[config.mk]
export PLATFORM = sky130hd
export DESIGN_NAME = pwm_capture
export DESIGN_NICKNAME = d
export VERILOG_FILES = /design/src/rtl/pwm_capture.sv
export SDC_FILE = /design/constraint.sdc
export NUM_CORES = 1
export LEC_CHECK = 0
export CAP_MARGIN = 20
export CORE_MARGIN = 4
export CORE_UTILIZATION = 57
export CTS_BUF_LIST = sky130_fd_sc_hd__clkbuf_8
export DETAILED_ROUTE_END_ITERATION = 10
export PLACE_DENSITY = 0.84
export SLEW_MARGIN = 15
export SYNTH_ARGS = -nofsm -noshare
export SYNTH_HDL_FRONTEND = slang
export SYNTH_SLANG_ARGS = --single-unit
[constraint.sdc]
create_clock -name clk_50 -period 7.3 [get_ports clk_50]
set_input_delay 1.095 -clock clk_50 [delete_from_list [all_inputs] [get_ports clk_50]]
set_output_delay 1.095 -clock clk_50 [all_outputs]
set_load 0.005 [all_outputs]
[src/rtl/pwm_capture.sv]
// pwm_capture: measures period and high time of an external PWM waveform in
// clk_50 cycles and converts them to a PWM_BITS duty code with a restoring
// divider. Results, including the no-signal timeout result, are issued with
// a single-cycle duty_valid pulse and held until the next one.
module pwm_capture #(
  parameter int CLK_HZ      = 50_000_000,
  parameter int PWM_BITS    = 10,
  parameter int CNT_W       = 20,
  parameter int TIMEOUT_CYC = 1_000_000
) (
  input  logic                clk_50,
  input  logic                rst_n,
  input  logic                pwm_in,
  output logic [PWM_BITS-1:0] duty_out,
  output logic [CNT_W-1:0]    period_out,
  output logic [CNT_W-1:0]    high_out,
  output logic                duty_valid,
  output logic                no_signal,
  output logic                overrun
);

  localparam int IT_W = $clog2(PWM_BITS + 1);
  localparam logic [CNT_W-1:0] CNT_MAX = '1;
  localparam logic [CNT_W-1:0] TO_VAL  = CNT_W'(TIMEOUT_CYC);

  // CLK_HZ only documents the intended clock; it takes part in the sanity check
  localparam bit CFG_OK = (CLK_HZ > 0) && (TIMEOUT_CYC > PWM_BITS + 3) &&
                          (longint'(TIMEOUT_CYC) < (longint'(1) << CNT_W));

  generate
    if (!CFG_OK) begin : g_cfg_err
      $error("pwm_capture: parameter set out of range");
    end
  endgenerate

  typedef enum logic [1:0] {IDLE, ARMED, DIV, DONE} state_t;

  state_t              state, state_nxt;
  logic                s1, s2, s3;
  logic                rise, timeout;
  logic [CNT_W-1:0]    cnt, hcnt;
  logic [CNT_W:0]      rem;
  logic [CNT_W-1:0]    dvsr, hcap;
  logic [PWM_BITS-1:0] quo;
  logic [IT_W-1:0]     iter;
  logic                capture, drop, load;
  logic [CNT_W+1:0]    rem2;
  logic [CNT_W:0]      rem_nxt;
  logic                ge;

  assign rise    = s2 & ~s3;
  // a rise in the same cycle takes priority over the timeout
  assign timeout = (cnt == TO_VAL) & ~rise;

  // three-flop synchroniser; s3 is the delayed copy for edge detection
  always_ff @(posedge clk_50 or negedge rst_n) begin
    if (!rst_n) begin
      s1 <= 1'b0;
      s2 <= 1'b0;
      s3 <= 1'b0;
    end else begin
      s1 <= pwm_in;
      s2 <= s1;
      s3 <= s2;
    end
  end

  // period and high counters; reload to 1 on a rise so a steady waveform
  // yields exactly P and H, both saturate so a dead input cannot wrap
  always_ff @(posedge clk_50 or negedge rst_n) begin
    if (!rst_n) begin
      cnt  <= '0;
      hcnt <= '0;
    end else if (rise) begin
      cnt  <= CNT_W'(1);
      hcnt <= CNT_W'(1);
    end else begin
      if (cnt != CNT_MAX)        cnt  <= cnt + CNT_W'(1);
      if (s2 && hcnt != CNT_MAX) hcnt <= hcnt + CNT_W'(1);
    end
  end

  // state register
  always_ff @(posedge clk_50 or negedge rst_n) begin
    if (!rst_n) state <= IDLE;
    else        state <= state_nxt;
  end

  // next state and per-cycle control strobes
  always_comb begin
    state_nxt = state;
    capture   = 1'b0;
    drop      = 1'b0;
    load      = 1'b0;
    case (state)
      IDLE:  if (rise) state_nxt = ARMED;
      ARMED: if (rise) begin
               state_nxt = DIV;
               capture   = 1'b1;
             end
      DIV:   begin
               drop = rise;
               if (iter == IT_W'(1)) state_nxt = DONE;
             end
      DONE:  begin
               drop      = rise;
               load      = ~timeout;
               state_nxt = ARMED;
             end
      default: state_nxt = IDLE;
    endcase
    if (timeout) state_nxt = IDLE;
  end

  // one restoring-division step: shift remainder, subtract if it fits
  always_comb begin
    rem2    = {rem, 1'b0};
    ge      = rem2 >= {2'b00, dvsr};
    rem_nxt = ge ? (CNT_W+1)'(rem2 - {2'b00, dvsr}) : rem2[CNT_W:0];
  end

  // divider datapath: loaded on capture, iterates while in DIV
  always_ff @(posedge clk_50 or negedge rst_n) begin
    if (!rst_n) begin
      rem  <= '0;
      dvsr <= '0;
      hcap <= '0;
      quo  <= '0;
      iter <= '0;
    end else if (capture) begin
      rem  <= {1'b0, hcnt};
      dvsr <= cnt;
      hcap <= hcnt;
      quo  <= '0;
      iter <= IT_W'(PWM_BITS);
    end else if (state == DIV) begin
      rem  <= rem_nxt;
      quo  <= {quo[PWM_BITS-2:0], ge};
      iter <= iter - IT_W'(1);
    end
  end

  // result registers, valid pulse and sticky overrun. high never exceeds
  // period, so the quotient tops out at all ones and needs no extra clamp.
  always_ff @(posedge clk_50 or negedge rst_n) begin
    if (!rst_n) begin
      duty_out   <= '0;
      period_out <= '0;
      high_out   <= '0;
      duty_valid <= 1'b0;
      no_signal  <= 1'b1;
      overrun    <= 1'b0;
    end else begin
      duty_valid <= 1'b0;
      if (timeout) begin
        duty_out   <= {PWM_BITS{s2}};
        period_out <= '0;
        high_out   <= '0;
        no_signal  <= 1'b1;
        duty_valid <= 1'b1;
      end else if (load) begin
        duty_out   <= quo;
        period_out <= dvsr;
        high_out   <= hcap;
        no_signal  <= 1'b0;
        duty_valid <= 1'b1;
      end
      if (drop) overrun <= 1'b1;
    end
  end

endmodule

==> results of run 1 <==
synthesized netlist by cell type (all sizes together), types with 14 or more instances:
library cell / number
a21oi: 37
clkbuf: 29
dfrtp: 172
ha: 30
inv: 38
mux2i: 75
nand2: 121
nand3: 15
nand4: 14
nor2: 107
o21ai: 64
xnor2: 22
xor2: 30
state kept, by name (all words and copies together), names as in the netlist:
signal and flops:
rem 21, cnt 20, dvsr 20, hcap 20, hcnt 20, high_out 20
period_out 20, duty_out 10, quo 10, iter 4, state 2, duty_valid 1
no_signal 1, overrun 1, s1 1, s2 1, s3 1
worst register-to-register path: cells and delay by family (launching register included):
family / cells / cell delay (ps)
adder cells (fa/ha/maj): 1 / 400
multiplexers: 2 / 550
AND/OR/NAND/NOR: 5 / 1030
AO/OA/AOI/OAI: 2 / 780
flip-flops: 1 / 400
worst min path at each step:
stage               slack, ps  depth (start not counted)  endpoint
detailed placement        330                          0        s2
global route              360                          0        s2
finish                    350                          0        s2
global placement          330                          0        s2
CTS                       350                          0        s2
floorplan                 330                          0        s2
cells by family (layout without fill, tap and decap cells):
logic type	Yosys count	in the layout
AO/OA/AOI/OAI	136	136
XOR/XNOR	52	52
adder cells (fa/ha/maj)	31	31
buffers and inverters	75	130
flip-flops	173	173
multiplexers	88	88
AND/OR/NAND/NOR	312	312
final cells by class:
class,count,area (µm²),share of cell area
Sequential cell,173,4330,0.446
Multi-Input combinational cell,619,4010,0.414
Timing Repair Buffer,60,597,0.0615
Clock buffer,18,248,0.0255
Tap cell,184,230,0.0237
Inverter,38,143,0.0147
Clock inverter,14,140,0.0144
routing by layer:
layer	routed length, µm	part of all wire	vias up	GRT usage
li1	-	-	3046	-
met1	8470	0.46	3121	0.325
met2	8520	0.47	169	0.355
met3	904	0.050	30	0.0545
met4	343	0.019	0	0.0744
met5	0	0	-	0
where the power goes:
part | internal (mW) | switching [mW] | leakage (nW)
clock | 0.337 | 0.333 | 0.220
sequential | 1.13 | 0.152 | 2.31
combinational | 0.763 | 0.831 | 1.99
total | 2.23 | 1.32 | 4.52
==> run summary, run 1 <==
status = finished clean
vias in the first global route = 6105
Ant. Diodes = 0
Post-CTS Resized = 0
HPWL after DPL = 12600 µm
largest family of logic cells by synthesized area = simple AND/OR/NAND/NOR gates
area grow syn2layout = 12.6%
DR DRC count = 0
Total GRT Usage = 0.230
Post-synth EDFFs = 0
Post-CTS Setup Bufs = 0
Critical Path End = rem[6]
fin nets = 943
fmax = 303 MHz
CP max stage delay = 690 ps
drt first pass iters = 6
commonest non-fill, non-tap cell in the layout = dfrtp_1
Iteration-0 DRC Markers = 549
min-delay src = s1
Slew @ Worst Pin = 1040 ps
Worst Hold Class = register to register
pin count of the biggest net entering global routing = 100
asr flop ratio synth = 1.00
Max clock buf depth = 2
CTS Root Cell = clkbuf_8
share of post-route cells with drive strength above 1 = 0.0705
R2R depth = 10
setup repair after global routing missed its margin = false
placed insts = 1073
start of the worst register-to-register path = rem[16]
CP startpoint = rem[16]
Max Slew Vio Count = 0
main area contributors after synthesis = dfrtp_1 (50%), mux2i_1 (8.7%), nand2_1 (5.3%)
Worst setup EP type = register
RD Place Congestion = 0.926
CTS tree = built
post-synthesis xor/xnor area fraction = 0.0529
placed cell areas = 0.00930 mm²
Arr. time, crit path = 3650 ps
row cnt = 44
Vias/cell = 5.76
Reg clk slew, reported paths = 80 ps
Post-Place Worst Slack = 4050 ps
WHS = 351 ps
final hold violations = 0
total wire length = 18200 µm
# hold bufs at CTS = 0
Sum Neg Setup Slack = 0 ps
Synth Area per Inst = 9.94 µm²
post-synthesis register bit count = 173
worst path bufs/invs = 0
FF-to-FF setup slack = 4000 ps
initial antenna violation count = 0
Pleak = 4.52 nW
final instance area = 0.00970 mm²
maxcap violations = 0
main flop type after synthesis = dfrtp_1
Yosys top cell area share = 0.500
Synth area leader = dfrtp_1
Critical Path RT = 7650 ps
PortBufs = 55
relative slew slack = 0.304
CP Class = register to register
total grt overflow = 0
part of the Yosys area used for sequential elements = 0.503
Final Setup Violations = 0
Mapped Area = 0.00861 mm²
latest clock arrival within the worst-skew pair = 480 ps
first-pass GRT wire length = 30900 µm
die area = 0.0171 mm²
Ys Warns = 0
Max IR drop VDD = 0.442 mV
I/O Pins = 56
CTS Sinks = 173
Post-Syn Nets = 901
Die H = 131 µm
mux contribution to synthesized area = 0.105
core area = 0.0146 mm²
Final Util = 0.662
worst reg2reg path endpoint = rem[6]
Critical Path Fanout Max = 19
Detail Route Antenna Nets = 0
crit path cell chain = ha_1 -> nand2_1 -> nor4_1 -> nand4_1 -> nor3_1 -> or3b_2 -> o21a_1 -> mux2_2 -> mux2i_1 -> o21ai_0
fill cell count = 1104
clock skew = 11.6 ps
Compound-Gate Fraction of Synth Area = 0.0966
H-tree depth = 4
Num CTS Buffers = 17
slowest CP cell = o21a_1
Pwr per Cell Area = 366 mW/mm²
setup ws final = 4000 ps
Final Power = 3.55 mW
DR WL/cell = 16.5 µm
Worst setup SP type = register
initial core utilization = 0.588
critical path's top delay family = simple AND/OR/NAND/NOR gates
commonest non-fill, non-tap cells in the layout = dfrtp_1 (172), nand2_1 (121), nor2_1 (105)
post-synthesis simple-gate area fraction = 0.161
Gate Count Post-Synth = 867
via count = 6366
fin crit period = 3300 ps
Post-Synth Adder-Cell Area = 0.0459
die width = 131 µm
critical path depth in cells = 10
Yosys cell types = 61
fin crit share = 0.452
Post-Layout Cell Count = 1106
(Power assumes the default switching activity.)
==> inputs of run 2 (changes only) <==
==> constraint.sdc (replaced) <==
create_clock -name clk_50 -period 3.4 [get_ports clk_50]
set_input_delay 0.51 -clock clk_50 [delete_from_list [all_inputs] [get_ports clk_50]]
set_output_delay 0.51 -clock clk_50 [all_outputs]
set_load 0.005 [all_outputs]
==> run 2 against run 1 <==
Against the previous run:
- critical path type unchanged
- global-route usage is 0.56 points higher
- fmax is 13% higher
- non-clock buffer count is 12 higher
- sequential power is 110% higher
- worst setup slack worse by 3500 ps
- hold slack worse by 5.9 ps
- clock skew hardly changed
==> run summary, run 2 (synthesized netlist as in run 1, its figures left out) <==
area grow syn2layout = 14.5%
fmax = 343 MHz
HPWL after DPL = 13000 µm
fin crit share = 0.858
die width = 131 µm
die area = 0.0171 mm²
CTS Sinks = 173
relative slew slack = 0.343
Iteration-0 DRC Markers = 557
Detail Route Antenna Nets = 0
start of the worst register-to-register path = rem[12]
Total GRT Usage = 0.236
via count = 6373
Worst Hold Class = register to register
PortBufs = 55
commonest non-fill, non-tap cells in the layout = dfrtp_1 (172), nand2_1 (121), nor2_1 (105)
Max Slew Vio Count = 0
core area = 0.0146 mm²
Max clock buf depth = 2
DR DRC count = 0
Max IR drop VDD = 0.778 mV
Die H = 131 µm
min-delay src = s1
Critical Path Fanout Max = 13
setup ws final = 482 ps
total wire length = 18800 µm
commonest non-fill, non-tap cell in the layout = dfrtp_1
initial core utilization = 0.588
latest clock arrival within the worst-skew pair = 480 ps
Pleak = 4.59 nW
clock skew = 11.4 ps
setup repair after global routing missed its margin = false
Worst setup EP type = register
Largest register FFs = 21
critical path's top delay family = simple AND/OR/NAND/NOR gates
Pwr per Cell Area = 795 mW/mm²
CTS Root Cell = clkbuf_8
Arr. time, crit path = 3260 ps
worst path bufs/invs = 1
status = finished clean
initial antenna violation count = 0
total grt overflow = 0
share of post-route cells with drive strength above 1 = 0.0878
Post-CTS Resized = 0
CP max stage delay = 430 ps
first-pass GRT wire length = 31800 µm
CTS tree = built
Slew @ Worst Pin = 985 ps
CP startpoint = rem[12]
DR WL/cell = 16.8 µm
maxcap violations = 0
Vias/cell = 5.70
row cnt = 44
vias in the first global route = 6374
drt first pass iters = 6
Final Setup Violations = 0
Worst setup SP type = register
RD Place Congestion = 0.947
fin crit period = 2920 ps
slowest CP cell = ha_1
CP Class = register to register
fin nets = 955
Top reg by flops = rem
H-tree depth = 4
Reg clk slew, reported paths = 90 ps
I/O Pins = 56
Num CTS Buffers = 17
Critical Path RT = 3740 ps
Sum Neg Setup Slack = 0 ps
Post-Place Worst Slack = 508 ps
final hold violations = 0
Ant. Diodes = 0
pin count of the biggest net entering global routing = 86
crit path cell chain = ha_1 -> nand4_1 -> nor3_1 -> a2111oi_4 -> nor2_2 -> o21a_1 -> buf_4 -> mux2_2 -> mux2i_1 -> o21ai_0
-- run 2: changes by cell type in the layout (fill, tap and decap cells not counted), sizes merged --
cell         before  now
clkinvlp          1    2
buf               6   17
bufinv            3    5
clkinv            4    6
dlygate4sd3       0    1
inv              44   39
-- run 2: area by class of cell --
cell class / count / area [µm²]
inverters: 38 / 143
multi-input cells: 619 / 4010
clock buffers: 18 / 248
well taps: 184 / 230
clock inverters: 14 / 215
repair buffers: 72 / 694
fillers: 1134 / 4780
flip-flops and latches: 173 / 4330
-- run 2: what timing repair did --
item,4_1_cts,5_1_grt
hold buffers,1,0
hold endpoints to repair,35,0
endpoints found under the setup margin,0,0
setup buffers,0,0
-- run 2: per-layer routing --
| metal | global-route usage | vias up | wire length [µm] |
|---|---|---|---|
| met5 | 0 | - | 0 |
| met4 | 0.0805 | 0 | 423 |
| met3 | 0.0553 | 36 | 1090 |
| met2 | 0.368 | 195 | 8780 |
| met1 | 0.327 | 3078 | 8500 |
| li1 | - | 3064 | - |
-- run 2: per-stage QoR --
step / hold WS [ps] / power [mW] / instance area (µm²) / cells / utilization
after detailed placement: 339 / 6.20 / 9390 / 1085 / 0.641
final: 345 / 7.85 / 9870 / 1118 / 0.674
after global placement: 334 / 6.13 / 9390 / 1085 / 0.641
after CTS: 350 / 7.87 / 9870 / 1118 / 0.674
after global routing: 356 / 8.41 / 9870 / 1118 / 0.674
after floorplan: 214 / 5.37 / 8610 / 867 / -
-- run 2: power by group --
part	leakage, nW	switching (mW)	total [mW]	internal [mW]
sequential	2.31	0.322	2.75	2.43
clock	0.229	0.758	1.65	0.894
combinational	2.04	1.77	3.44	1.67
-- run 2: final timing paths --
check                          end  slack, ps  depth (start not counted)
min reg2reg                     s2        340                          0
max in group asynchronous   rem[9]       2000                          3
min in group asynchronous  hcap[2]        550                          2
max reg2reg                 rem[2]        480                         10
min                             s2        340                          0
max                         rem[2]        480                         10
-- run 2: worst register-to-register path: cells and delay by family (launching register included) --
family | cells | cell delay (ps)
fa+ha+maj | 1 | 430
buf+inv | 1 | 210
compound gates | 3 | 390
mux | 2 | 500
simple gates | 3 | 830
flops | 1 | 410
==> inputs of run 3 (changes only) <==
--- a/config.mk
+++ b/config.mk
@@ -6,11 +6,13 @@
 export NUM_CORES = 1
 export LEC_CHECK = 0
 export CAP_MARGIN = 20
+export CORE_ASPECT_RATIO = 1.2
 export CORE_MARGIN = 4
 export CORE_UTILIZATION = 57
 export CTS_BUF_LIST = sky130_fd_sc_hd__clkbuf_8
 export DETAILED_ROUTE_END_ITERATION = 10
-export PLACE_DENSITY = 0.84
+export DONT_BUFFER_PORTS = 1
+export PLACE_DENSITY = 0.79
 export SLEW_MARGIN = 15
 export SYNTH_ARGS = -nofsm -noshare
 export SYNTH_HDL_FRONTEND = slang
==> run 3 against run 2 <==
Against the previous run:
- the run now ends with hold timing left
- total power decreased by 3.8%
- highest routed layer unchanged
- clock skew about the same
- sequential power about the same
==> run summary, run 3 (synthesized netlist as in run 1, its figures left out) <==
total grt overflow = 0
CP startpoint = rem[2]
GR Layer Usage met2 = 0.384
Iteration-0 DRC Markers = 466
initial core utilization = 0.590
H-tree depth = 4
start of the worst register-to-register path = rem[2]
final instance area = 0.00926 mm²
Switching Fraction = 0.377
Largest register FFs = 21
Reg clk slew, reported paths = 90 ps
Critical Path Fanout Max = 6
CTS Root Cell = clkbuf_8
DR WL/cell = 17.3 µm
fin crit share = 0.885
Worst Hold Class = input port to asynchronous set/reset pin
Pleak = 4.36 nW
FF-to-FF setup slack = 390 ps
Post-Place Worst Slack = 414 ps
Num CTS Buffers = 17
M3 GR Usage = 0.0464
global route hottest layer = met2
share of post-route cells with drive strength above 1 = 0.0870
setup ws final = 389 ps
Multi-input gate area = 0.00401 mm²
failing checks = hold timing
net switching power = 2.84 mW
Post-CTS Resized = 0
PortBufs = 0
final hold violations = 173
Detail Route Antenna Nets = 0
maxcap violations = 0
CP Class = register to register
total wire length = 18600 µm
Final Power = 7.55 mW
Final Util = 0.634
Max clock buf depth = 2
worst reg2reg path endpoint = rem[1]
pin count of the biggest net entering global routing = 174
HPWL after DPL = 12900 µm
Max IR drop VDD = 0.718 mV
Top reg by flops = rem
commonest non-fill, non-tap cells in the layout = dfrtp_1 (172), nand2_1 (121), nor2_1 (105)
Critical Path End = rem[1]
Final Setup Violations = 0
clock power share = 0.204
setup repair after global routing missed its margin = false
CTS tree = built
initial antenna violation count = 0
fin crit period = 3010 ps
row cnt = 48
I/O Pins = 56
drt first pass iters = 5
storage element area = 0.00433 mm²
Sum Neg Setup Slack = 0 ps
placed insts = 1042
vias in the first global route = 6084
Combinational Power Share = 0.428
latest clock arrival within the worst-skew pair = 460 ps
P_int = 4.71 mW
Pwr per Cell Area = 816 mW/mm²
Seq pwr share = 0.368
relative slew slack = 0.372
DR DRC count = 0
commonest non-fill, non-tap cell in the layout = dfrtp_1
core area = 0.0146 mm²
Vias/cell = 5.65
die width = 120 µm
placed cell areas = 0.00883 mm²
Max Slew Vio Count = 0
area grow syn2layout = 7.47%
Worst setup SP type = register
die area = 0.0172 mm²
Slew @ Worst Pin = 943 ps
Worst setup EP type = register
Critical Path RT = 3790 ps
Post-CTS Setup Bufs = 0
Post-Layout Cell Count = 1074
via count = 6065
fin nets = 895
fmax = 332 MHz
RD Place Congestion = 0.879
Die H = 143 µm
fill cell count = 1239
GR Util met1 = 0.316
clock skew = 11.3 ps
WHS = -260 ps
CTS Sinks = 173
status = finished, violations left
Ant. Diodes = 0
Arr. time, crit path = 3400 ps
first-pass GRT wire length = 31500 µm
Total GRT Usage = 0.233
R2R depth = 10
## run 3: power by group through the flow
stage / clock network (mW) / logic [mW] / registers [mW]
6_report: 1.54 / 3.23 / 2.78
5_1_grt: 1.66 / 3.61 / 2.83
4_1_cts: 1.58 / 3.23 / 2.78
3_5_place_dp: 0 / 3.20 / 2.82
3_3_place_gp: 0 / 3.17 / 2.82
2_1_floorplan: 0 / 2.68 / 2.69
## run 3: worst min path at each step
stage | start | to | slack (ps) | depth (start not counted)
6_report | rst_n | high_out[5] | -260 | 0
5_1_grt | rst_n | high_out[5] | -300 | 0
4_1_cts | rst_n | high_out[5] | -300 | 0
3_5_place_dp | rst_n | high_out[5] | 220 | 0
3_3_place_gp | rst_n | high_out[5] | 220 | 0
2_1_floorplan | rst_n | cnt[0] | 210 | 0
## run 3: layout make-up
type                            count  share of cell area
Sequential cell                   173               0.468
Multi-Input combinational cell    619               0.433
Tap cell                          200              0.0270
Clock buffer                       18              0.0268
Clock inverter                     14              0.0192
Inverter                           38              0.0154
Timing Repair Buffer               12              0.0111
## run 3: worst max-delay path, stage by stage (launching register included)
cell	delay [ps]
dfrtp_1	410
ha_1	370
o211ai_2	190
a21oi_2	70
or3_4	400
a2111oi_4	300
nor2_2	100
o21ai_1	460
mux2_2	400
a21o_1	180
o21ai_1	60
## run 3: layer usage
metal,up-vias,part of all wire
li1,2944,-
met1,2989,0.45
met2,111,0.50
met3,21,0.036
met4,0,0.017
met5,-,0
